## config.mk

```make
export PLATFORM = sky130hd
export DESIGN_NAME = fetch_unit
export DESIGN_NICKNAME = d
export VERILOG_FILES = /design/src/rtl/fetch_unit.sv
export SDC_FILE = /design/constraint.sdc
export NUM_CORES = 1
export LEC_CHECK = 0
export CORE_UTILIZATION = 45
export DETAILED_ROUTE_END_ITERATION = 8
export PLACE_DENSITY = 0.78
export SYNTH_ARGS = -nofsm -noshare
export SYNTH_HDL_FRONTEND = slang
export SYNTH_SLANG_ARGS = --single-unit
```

## constraint.sdc

```tcl
create_clock -name clk -period 4.7 [get_ports clk]
set_input_delay 1.41 -clock clk [delete_from_list [all_inputs] [get_ports clk]]
set_output_delay 1.41 -clock clk [all_outputs]
set_load 0.005 [all_outputs]
```

## src/rtl/fetch_unit.sv

```systemverilog
// fetch_unit: instruction fetch stage for the single-cycle MIPS core.
// Owns the PC. Fetches one word over a req/ack handshake with instruction
// memory and holds it stable for the control decoder. When the datapath
// retires the held instruction, the unit steps the PC to the sequential,
// branch or jump target.
//
// Ports:
//   clk, reset       rising-edge clock; asynchronous active-high reset
//   imem_req         registered fetch request, high for every request cycle
//   imem_addr        fetch address, always equal to pc
//   imem_ack         memory has valid data on imem_rdata this cycle
//   imem_rdata       instruction word from memory
//   instruction      held instruction word (NOP after reset)
//   instr_valid      instruction is valid and held
//   pc               address of the held or requested instruction
//   advance          datapath has retired the held instruction
//   is_jump          decoder: J-format jump (has priority over is_branch)
//   is_branch        decoder: conditional branch
//   branch_taken     branch condition true
//   addr26           jump target field
//   imm16            branch offset field (word offset, sign-extended)
//   fault            sticky timeout: no ack within WAIT_LIMIT request cycles
module fetch_unit #(
  parameter logic [31:0] RESET_PC   = 32'h0000_0000,
  parameter int unsigned WAIT_LIMIT = 16
) (
  input  logic        clk,
  input  logic        reset,
  output logic        imem_req,
  output logic [31:0] imem_addr,
  input  logic        imem_ack,
  input  logic [31:0] imem_rdata,
  output logic [31:0] instruction,
  output logic        instr_valid,
  output logic [31:0] pc,
  input  logic        advance,
  input  logic        is_jump,
  input  logic        is_branch,
  input  logic        branch_taken,
  input  logic [25:0] addr26,
  input  logic [15:0] imm16,
  output logic        fault
);

  localparam int unsigned      CNT_W     = 8;
  localparam logic [31:0]      PC_INIT   = RESET_PC & 32'hFFFF_FFFC;
  localparam logic [CNT_W-1:0] LAST_WAIT = CNT_W'(WAIT_LIMIT - 1);

  typedef enum logic [1:0] {
    START = 2'd0,
    REQ   = 2'd1,
    HOLD  = 2'd2,
    FAULT = 2'd3
  } state_t;

  state_t           state, state_d;
  logic [CNT_W-1:0] wait_cnt, wait_cnt_d;
  logic [31:0]      pc_d, instr_d;
  logic             valid_d, req_d, fault_d;
  logic [31:0]      pc4, br_off, jump_pc, next_pc;

  // Memory always sees the current PC.
  assign imem_addr = pc;

  // Next-PC selection; all sums wrap mod 2^32.
  assign pc4     = pc + 32'd4;
  assign br_off  = {{14{imm16[15]}}, imm16, 2'b00};
  assign jump_pc = {pc4[31:28], addr26, 2'b00};
  always_comb begin
    next_pc = pc4;
    if (is_jump) begin
      next_pc = jump_pc;
    end else if (is_branch && branch_taken) begin
      next_pc = pc4 + br_off;
    end
  end

  // State register.
  always_ff @(posedge clk or posedge reset) begin
    if (reset) begin
      state <= START;
    end else begin
      state <= state_d;
    end
  end

  // Next-state logic; an ack on the last allowed cycle wins over the timeout.
  always_comb begin
    state_d = state;
    case (state)
      START: state_d = REQ;
      REQ: begin
        if (imem_ack) begin
          state_d = HOLD;
        end else if (wait_cnt == LAST_WAIT) begin
          state_d = FAULT;
        end
      end
      HOLD: begin
        if (advance) begin
          state_d = REQ;
        end
      end
      FAULT:   state_d = FAULT;
      default: state_d = FAULT;
    endcase
  end

  // Next values for the registered outputs and the wait counter.
  always_comb begin
    pc_d       = pc;
    instr_d    = instruction;
    valid_d    = instr_valid;
    wait_cnt_d = wait_cnt;
    case (state)
      REQ: begin
        if (imem_ack) begin
          instr_d = imem_rdata;
          valid_d = 1'b1;
        end else begin
          wait_cnt_d = wait_cnt + CNT_W'(1);
        end
      end
      HOLD: begin
        if (advance) begin
          pc_d       = next_pc;
          valid_d    = 1'b0;
          wait_cnt_d = '0;
        end
      end
      FAULT:   valid_d = 1'b0;
      default: ;
    endcase
    req_d   = (state_d == REQ);
    fault_d = (state_d == FAULT);
  end

  // Output and datapath registers.
  always_ff @(posedge clk or posedge reset) begin
    if (reset) begin
      pc          <= PC_INIT;
      instruction <= 32'h0000_0000;
      instr_valid <= 1'b0;
      imem_req    <= 1'b0;
      fault       <= 1'b0;
      wait_cnt    <= '0;
    end else begin
      pc          <= pc_d;
      instruction <= instr_d;
      instr_valid <= valid_d;
      imem_req    <= req_d;
      fault       <= fault_d;
      wait_cnt    <= wait_cnt_d;
    end
  end

endmodule

```

==> results by stage, run 1 <==
Final layout:
- Relative to the synthesized area, the layout overhead comes to 35.59%.
- The count of inserted antenna diode cells is 0.
- The number of inserted filler cells in the final layout is around 1100.
- The number of standard cells in the final layout excluding fillers is slightly below 1000.
- The final net count is between 900 and 1000.
- The multi-input combinational cells in the finished layout cover a total of approximately 3400 sq um.
- The flip-flop and latch area is 1877 sq um.
- Cells with a size suffix above 1 make up 9.182% of the layout.

Pwr:
- The design internal power is approximately 0.0024 W.
- For this design the total switching power over the nets is roughly 0.0015 W.
- For this design the static power due to leakage is 3.459 nW.
- The net switching fraction of the power is between 30 and 40%.
- The total power density per cell area is approximately 500 nW/um^2.
- IR analysis of the VDD net gives a maximum drop of 281.5 uV.
- The part of the power in registers is about 28%.
- Combinational logic burns between 50% and 60% of the power.
- The clock network fraction of design power is between 10% and 20%.

CTS:
- The H-tree was split into 3 levels.
- The tree is rooted in a sky130_fd_sc_hd__clkbuf_16.
- Clock latency on the worst-skew pair, taken at its later pin, is about 0.36 ns.
- The maximum number of buffers from clock root to sink is 2.
- Clock-pin slew was measured on the worst setup and hold paths at approximately 0.07 ns.
- In this run, post-CTS repair resized a total of 0 instances.
- The TritonCTS clock tree is done.
- Hold repair after CTS inserted 0 buffers.
- The clock net sink count is between 70 and 80.
- The number of buffers inserted during clock tree synthesis is 9.
- The buffers inserted during post-CTS setup optimization is 0.

STA:
- Setup repair after global routing left no endpoint under its margin.
- The worst-case headroom to the max-slew limit is 38.27%.
- The max-slew violation total from the final report was 0.
- Timing would allow up to around 240 MHz.
- On the final layout, the worst clock skew is 0.008973 ns.
- Counting I/O delays and the setup requirement, the final critical path takes 4.249 ns.
- The final hold violation count is 0.
- At the pin with the least slew margin, the transition time is between 0.9 and 1 ns.
- Setup slack closes at approximately 0.45 ns.
- The setup TNS is 0 ns.
- The final critical path takes up about nine tenths of the cycle.
- Setup violations remaining at the end of the flow were counted as 0.
- The tightest hold path in the finished design has a slack of around 0.51 ns.

Yosys:
- After synthesis, the netlist uses 60 different library cells.
- The part of the Yosys area used for sequential elements is between 30% and 40%.
- In the synthesized netlist, the number of instances is about 640.
- The flip-flop and latch count after synthesis is 75.
- The synthesized area per cell is just under 9 sq um.
- The synthesized netlist occupies a cell area of between 5000 and 6000 sq um.
- The largest total area in the synthesized netlist belongs to sky130_fd_sc_hd__dfrtp_1.
- The share of flip-flops with an asynchronous set or reset after synthesis is 100.0%.
- The portion of synthesized cell area occupied by the leading cell type is about 33%.
- For this run, the number of Yosys warnings is 0.
- The leading register cell type out of synthesis is sky130_fd_sc_hd__dfrtp_1.
- By area the synthesized netlist is led by sky130_fd_sc_hd__dfrtp_1, sky130_fd_sc_hd__ha_1, sky130_fd_sc_hd__mux2_2.
- The count of flip-flops with a built-in enable after synthesis is 0.

Worst setup path:
- Data arrives at the worst endpoint at between 4 and 5 ns.
- The count of cells along the worst register-to-register path is 15.
- The worst register-to-register path begins at imem_addr[4]$_DFFE_PP0P_.
- In this run the critical register-to-register path is captured at imem_addr[29]$_DFFE_PP0P_.
- Data on the critical path is required at its endpoint by 4.94 ns.
- For flop-to-flop paths, the worst setup slack is 0.50 ns.
- The launching element type of the critical path is a primary input.
- The biggest fanout along the worst timing path is 3.
- The category of the most critical setup path is in -> reg.
- The sort of element at the end of the critical path is a register.

Global route:
- Across every metal layer, demand over resource in global routing totals roughly 27%.
- The first global-routing pass estimated around 27000 um of wire.
- The number of antenna violations at the first check in global routing is 0.
- The number of global-route vias before repair is roughly 5500.
- Entering global routing, the biggest net connects 50 pins.
- After global routing the overflow that remains totals 0.

Route:
- The remaining antenna violation count after routing is 0.
- In the final routed layout, each cell accounts on average for 17.62 um.
- The final wirelength is around 17000 um.
- Dividing the detail-routed via count by the number of cells gives 5.603.
- The remaining routing DRC violations is 0.
- Before antenna repair, the detailed router went through 6 iterations.
- For this block, the initial DRC count from the detailed router was 351.
- Summing over every cut layer, the via total after detailed routing is around 5400.

Die:
- The overall die height is roughly 110 um.
- The die is between 100 and 150 um wide.
- The die covers roughly 13000 sq um.
- For this configuration, the core starts out at a cell density of between 40% and 50%.
- In this run the count of I/O pins placed on the die edge is 180.
- The site row count is 40.
- The area of the core is 12210 sq um.

Outcome:
- The run finished with clean final reports.

Worst hold path:
- The path with the worst hold slack has its endpoint at instruction[13]$_DFFE_PP0P_.
- The kind of path behind the tightest hold check is reg -> reg.
- The startpoint identified for the worst hold timing path is instruction[13]$_DFFE_PP0P_.
- Along the worst hold path, the cell count comes to 1.

Place:
- Before CTS, the worst setup slack after placement is approximately 0.14 ns.
- The detailed placer's ending HPWL is roughly 13000 um.
- At the end of routability-driven placement, the weighted congestion stood at about 0.94.
- The number of cells in the design after placement is 947.
- During placement, the flow inserted port buffers numbering between 150 and 200.

Run:
- Across the run, the number of max-cap violations was 0.
## worst max-delay path, stage by stage
cell	delay [ns]
sky130_fd_sc_hd__clkdlybuf4s50_1	0.40
sky130_fd_sc_hd__ha_1	0.21
sky130_fd_sc_hd__fa_1	0.44
sky130_fd_sc_hd__a21o_1	0.20
sky130_fd_sc_hd__a21oi_2	0.20
sky130_fd_sc_hd__o211ai_1	0.17
sky130_fd_sc_hd__a41oi_2	0.29
sky130_fd_sc_hd__o21ai_1	0.10
sky130_fd_sc_hd__a221o_1	0.38
sky130_fd_sc_hd__a211o_1	0.29
sky130_fd_sc_hd__a21oi_1	0.19
sky130_fd_sc_hd__or4b_1	0.14
sky130_fd_sc_hd__nand3_1	0.07
## Yosys cell counts (5+ instances only)
cell and n:
sky130_fd_sc_hd__a211oi_1 15, sky130_fd_sc_hd__nand4_1 9, sky130_fd_sc_hd__inv_1 18, sky130_fd_sc_hd__o21ai_0 43
sky130_fd_sc_hd__clkbuf_1 21, sky130_fd_sc_hd__o211ai_1 11, sky130_fd_sc_hd__o211a_1 5, sky130_fd_sc_hd__a21o_1 15
sky130_fd_sc_hd__nand2_1 65, sky130_fd_sc_hd__nor2_1 44, sky130_fd_sc_hd__ha_1 38, sky130_fd_sc_hd__nor3_1 9
sky130_fd_sc_hd__a31oi_1 5, sky130_fd_sc_hd__nand3_1 23, sky130_fd_sc_hd__and3_1 16, sky130_fd_sc_hd__dfrtp_1 75
sky130_fd_sc_hd__nor2b_1 5, sky130_fd_sc_hd__xnor2_1 29, sky130_fd_sc_hd__mux2_2 32, sky130_fd_sc_hd__xor2_1 28
sky130_fd_sc_hd__a21oi_1 40, sky130_fd_sc_hd__buf_4 34
## metal layers
layer	up-vias	track usage, %	wire, um
met4	0	12.21	467
li1	2579	-	-
met5	-	0	0
met3	34	4.112	822
met2	185	46.63	8527
met1	2598	32.82	7150
## layout make-up
cell class,count,area share (%)
Multi-Input combinational cell,497,44.47
Sequential cell,75,24.20
Timing Repair Buffer,189,23.94
Clock buffer,9,2.904
Tap cell,168,2.710
Clock inverter,7,0.9034
Inverter,18,0.8711
## cells by family after synthesis
kind of cell             count (synthesis)  share of synthesized area, %
AO/OA/AOI/OAI                          170                         19.64
adder cells (fa/ha/maj)                 39                         8.662
other                                    1                       0.06555
flip-flops                              75                         32.81
AND/OR/NAND/NOR                        191                         16.01
XOR/XNOR                                57                         8.727
multiplexers                            36                         6.999
buffers and inverters                   74                         7.086
## flip-flops by register name (all words and copies together) (netlist names)
| name | count |
|---|---|
| imem_addr | 30 |
| instr_valid | 1 |
| instruction | 32 |
| imem_req | 1 |
| fault | 1 |
| state | 2 |
| wait_cnt | 8 |
## power groups by stage
| stage | Combinational (W) | Sequential (W) | Clock (W) |
|---|---|---|---|
| after detailed placement | 0.00213 | 0.00113 | 0 |
| after global routing | 0.00236 | 0.00115 | 0.000733 |
| after floorplan | 0.00130 | 0.00108 | 0 |
| final | 0.00216 | 0.00112 | 0.000696 |
| after CTS | 0.00215 | 0.00112 | 0.000710 |
| after global placement | 0.00208 | 0.00111 | 0 |
## cells in the final DEF, fill, tap and decap left out, types with 3 or more instances in the layout
cell                                n
sky130_fd_sc_hd__nor2_1            44
sky130_fd_sc_hd__dfrtp_1           75
sky130_fd_sc_hd__buf_4             14
sky130_fd_sc_hd__nor2b_1            5
sky130_fd_sc_hd__a21o_1            15
sky130_fd_sc_hd__mux2i_1            4
sky130_fd_sc_hd__ha_1              38
sky130_fd_sc_hd__a21oi_1           40
sky130_fd_sc_hd__nand3_1           23
sky130_fd_sc_hd__clkdlybuf4s50_1  175
sky130_fd_sc_hd__o21ai_1            4
sky130_fd_sc_hd__a211oi_1          15
sky130_fd_sc_hd__nor3_1             9
sky130_fd_sc_hd__and3_1            16
sky130_fd_sc_hd__nand2_1           65
sky130_fd_sc_hd__conb_1             4
sky130_fd_sc_hd__o211ai_1          11
sky130_fd_sc_hd__o22ai_1            3
sky130_fd_sc_hd__nand4_1            9
sky130_fd_sc_hd__clkbuf_16          9
sky130_fd_sc_hd__xnor2_1           29
sky130_fd_sc_hd__xor2_1            28
sky130_fd_sc_hd__mux2_2            32
sky130_fd_sc_hd__inv_1             17
sky130_fd_sc_hd__o21ai_0           43
sky130_fd_sc_hd__and4_1             4
sky130_fd_sc_hd__inv_6              3
sky130_fd_sc_hd__nand2b_1           3
sky130_fd_sc_hd__o211a_1            5
sky130_fd_sc_hd__a31oi_1            5
sky130_fd_sc_hd__o31ai_1            4
## worst max-delay path by stage
stage                                        start                   endpoint  slack (ns)  depth (start not counted)
after floorplan                           imm16[0]  imem_addr[30]$_DFFE_PP0P_        0.77                         12
after global placement                    imm16[0]  imem_addr[28]$_DFFE_PP0P_        0.20                         13
after detailed placement                  imm16[0]  imem_addr[28]$_DFFE_PP0P_        0.14                         13
after CTS                                 imm16[0]  imem_addr[28]$_DFFE_PP0P_        0.48                         13
after global routing      imem_addr[4]$_DFFE_PP0P_  imem_addr[29]$_DFFE_PP0P_        0.21                         16
final                                     imm16[0]  imem_addr[28]$_DFFE_PP0P_        0.45                         13
## stage by stage
step | total power [W] | utilization [%] | cell area, sq um
2_1_floorplan | 0.002386 | - | 5732
3_3_place_gp | 0.003185 | 61.10 | 7461
3_5_place_dp | 0.003255 | 61.10 | 7461
4_1_cts | 0.003977 | 63.51 | 7756
5_1_grt | 0.004249 | 63.51 | 7756
6_report | 0.003972 | 63.51 | 7756
Note: power is estimated with default switching activity, not from simulation.
==> run 2, diff against run 1 <==
CORE_UTILIZATION = 30   (was 45)
PLACE_DENSITY = default   (was 0.78)
SLEW_MARGIN = 30   (was default)
==> results by stage, run 2 (synthesized netlist as in run 1, its figures left out) <==
Die:
- The die boundary width is approximately 140 um.
- In this run the core area contains 50 standard-cell rows.
- The overall die height is roughly 140 um.
- The floorplan step defined a die boundary enclosing around 20000 sq um.
- The number of ports placed on the die boundary is 180.
- Once the floorplan was initialized, standard cells occupied 30.58% of the core.
- The area of the core is 18710 sq um.

Route:
- The remaining antenna violation count after routing is 0.
- The pre-antenna-repair detailed-routing pass consisted of 5 iterations.
- The remaining routing DRC violations is 0.
- The final wirelength is between 15000 and 20000 um.
- Dividing the detail-routed wire length by the instance count gives between 15 and 20 um.
- Using the TritonRoute via totals, the vias-per-cell ratio works out to just over 5.
- After the first detailed-routing iteration, the DRC count stood at about 330.
- The overall via count from detail_route is 5272.

STA:
- The setup TNS is 0 ns.
- The slack of the critical path is around 0.5 ns.
- The worst-case headroom to the max-slew limit is 61.97%.
- The slew at the pin closest to its max-slew limit is about 0.57 ns.
- The final-report setup violation count is 0.
- The shortest clock period the worst path allows after layout is ~4.2 ns.
- Setup repair after global routing left no endpoint under its margin.
- The max-slew violation total from the final report is 0.
- The tightest hold path in the finished design has a slack of 0.5006 ns.
- The post-route fraction of the period consumed by the critical path is a little under 90%.
- The clock skew after layout is 0.007300 ns.
- The timing-limited maximum frequency is ~240 MHz.
- The final hold violation count is 0.

Worst setup path:
- The sort of element at the end of the critical path is a register.
- The critical path data required time is ~5 ns.
- The worst-path cell with the longest stage delay is sky130_fd_sc_hd__fa_1.
- The peak per-stage delay on the critical path is between 0.4 and 0.5 ns.
- The biggest fanout along the worst timing path is 3.
- The critical path goes through clkdlybuf4s50_1 > ha_1 > fa_1 > a21o_1 > a21oi_2 > o211ai_1 > a41oi_2 > o21ai_1 > a221o_1 > a211o_1 > a21oi_1 > or4b_1 > nand3_1.
- The category of the most critical setup path is in -> reg.
- The arrival time of data at the critical path endpoint is ~4.4 ns.
- The launching element type of the critical path is a primary input.

Pwr:
- Combinational logic is responsible for 53.6% of the overall power.
- The part of the power in registers is between 20% and 30%.
- In this run the power density over the cells is roughly 500 nW/um^2.
- The net switching fraction of the power is 37.48%.
- The total power after layout is between 0.003 and 0.004 W.
- The reported leakage power is 3.476 nW.
- The analysis attributes to net switching a power of ~0.0015 W.
- The design internal power is 0.002497 W.
- The clock network is responsible for a little under a fifth of the overall power.
- The peak supply drop is 233.8 uV.

Final layout:
- Ranked by flip-flop count, first place goes to instruction.
- The number of flip-flops in the largest register is 32.
- In the layout the commonest cells are sky130_fd_sc_hd__clkdlybuf4s50_1, sky130_fd_sc_hd__dfrtp_1, sky130_fd_sc_hd__nand2_1, sky130_fd_sc_hd__nor2_1, sky130_fd_sc_hd__o21ai_0.
- Compared with the post-synthesis result, the final layout area differs by 37.84%.
- The final net count is roughly 910.
- The final instance area is about 8000 sq um.
- Cells with a size suffix above 1 make up a little under a tenth of the layout.
- Leaving out fill and tap cells, the most frequent cell in the layout is sky130_fd_sc_hd__clkdlybuf4s50_1.

CTS:
- The TritonCTS clock tree is done.
- Post-CTS timing repair inserted 0 buffers for setup.
- Counting every sink on the clock net gives 75.
- The count of cells resized by post-cts repair is 0.
- The number of clock buffers added by TritonCTS is 9.
- The clock passes through at most 2 buffers.
- In this run the number of H-tree levels came out at 3.
- The clock insertion delay at the later pin of the skew report is about 0.34 ns.
- Clock-pin slew was measured on the worst setup and hold paths at around 0.060 ns.
- The clock root buffer is sky130_fd_sc_hd__clkbuf_16.
- The post-cts hold buffer count is 0.

Global route:
- The first global-routing pass estimated between 20000 and 30000 um of wire.
- The number of global-route vias before repair is about 5000.
- The total global routing track utilization is between 15 and 20%.
- The overflow left after global routing is 0.
- The number of antenna violations at the first check in global routing was 1.
- The largest net degree at the start of global routing is 58.

Place:
- During placement, the flow inserted port buffers numbering approximately 180.
- The final weighted congestion in routability-driven placement is roughly 0.86.
- The worst-case setup slack after placement is between 0.1 and 0.15 ns.
- Summed over all nets, the half-perimeter wirelength after detailed placement is roughly 13000 um.
- Once placement finished, the instance area stood at 7571 sq um.

Worst hold path:
- The worst hold path belongs to the class reg -> reg.

Run:
- Max-cap violations in this run came to 0.

Outcome:
- The flow ran to the end, and the final reports show no timing, DRC or antenna violations.
[run 2: changes by cell type in the layout (fill, tap and decap cells not counted), sizes merged]
cell / change
bufinv: +1
clkinv: -1
diode: +1
inv: -3
buf: +3
clkinvlp: +2
clkbuf: +1
[run 2: power by group through the flow]
| stage | sequential (W) | clock, W | combinational [W] |
|---|---|---|---|
| 2_1_floorplan | 0.00108 | 0 | 0.00130 |
| 3_3_place_gp | 0.00113 | 0 | 0.00213 |
| 3_5_place_dp | 0.00113 | 0 | 0.00213 |
| 4_1_cts | 0.00112 | 0.000755 | 0.00215 |
| 5_1_grt | 0.00116 | 0.000779 | 0.00235 |
| 6_report | 0.00112 | 0.000733 | 0.00214 |
[run 2: final timing paths]
check / from / endpoint / cells after the start / slack [ns]
min: instruction[12]$_DFFE_PP0P_ / instruction[12]$_DFFE_PP0P_ / 1 / 0.50
max reg2reg: imem_addr[4]$_DFFE_PP0P_ / imem_addr[29]$_DFFE_PP0P_ / 16 / 0.59
max in group asynchronous: reset / imem_addr[28]$_DFFE_PP0P_ / 3 / 2.65
min in group asynchronous: reset / instruction[29]$_DFFE_PP0P_ / 2 / 1.45
max: imm16[0] / imem_addr[28]$_DFFE_PP0P_ / 13 / 0.51
min reg2reg: instruction[12]$_DFFE_PP0P_ / instruction[12]$_DFFE_PP0P_ / 1 / 0.50
[run 2: final cells by class]
class                      instances  area, sq um
multi-input combinational        497         3452
timing repair buffer             192         1879
inverter                          18        72.57
sequential                        75         1877
fill                            1851        10820
clock inverter                     6        70.07
antenna                            1        2.502
tap                              234        292.8
clock buffer                      10        239.0
[run 2: stage by stage]
step           utilization (%)  std cells
2_1_floorplan                -        646
3_3_place_gp             40.45       1016
3_5_place_dp             40.47       1016
4_1_cts                  42.13       1032
5_1_grt                  42.14       1032
6_report                 42.15       1033
[run 2: metal layers]
layer | GRT usage, % | vias to the layer above | share of wire, %
li1 | - | 2592 | -
met1 | 23.67 | 2549 | 46
met2 | 29.00 | 118 | 49
met3 | 2.632 | 13 | 4.4
met4 | 5.668 | 0 | 1.2
met5 | 0 | - | 0
[run 2: worst max-delay path, delay by kind of cell]
| family | cells | cell delay (ns) |
|---|---|---|
| compound gates | 8 | 1.76 |
| buf+inv | 1 | 0.41 |
| fa+ha+maj | 2 | 0.64 |
| simple gates | 2 | 0.20 |
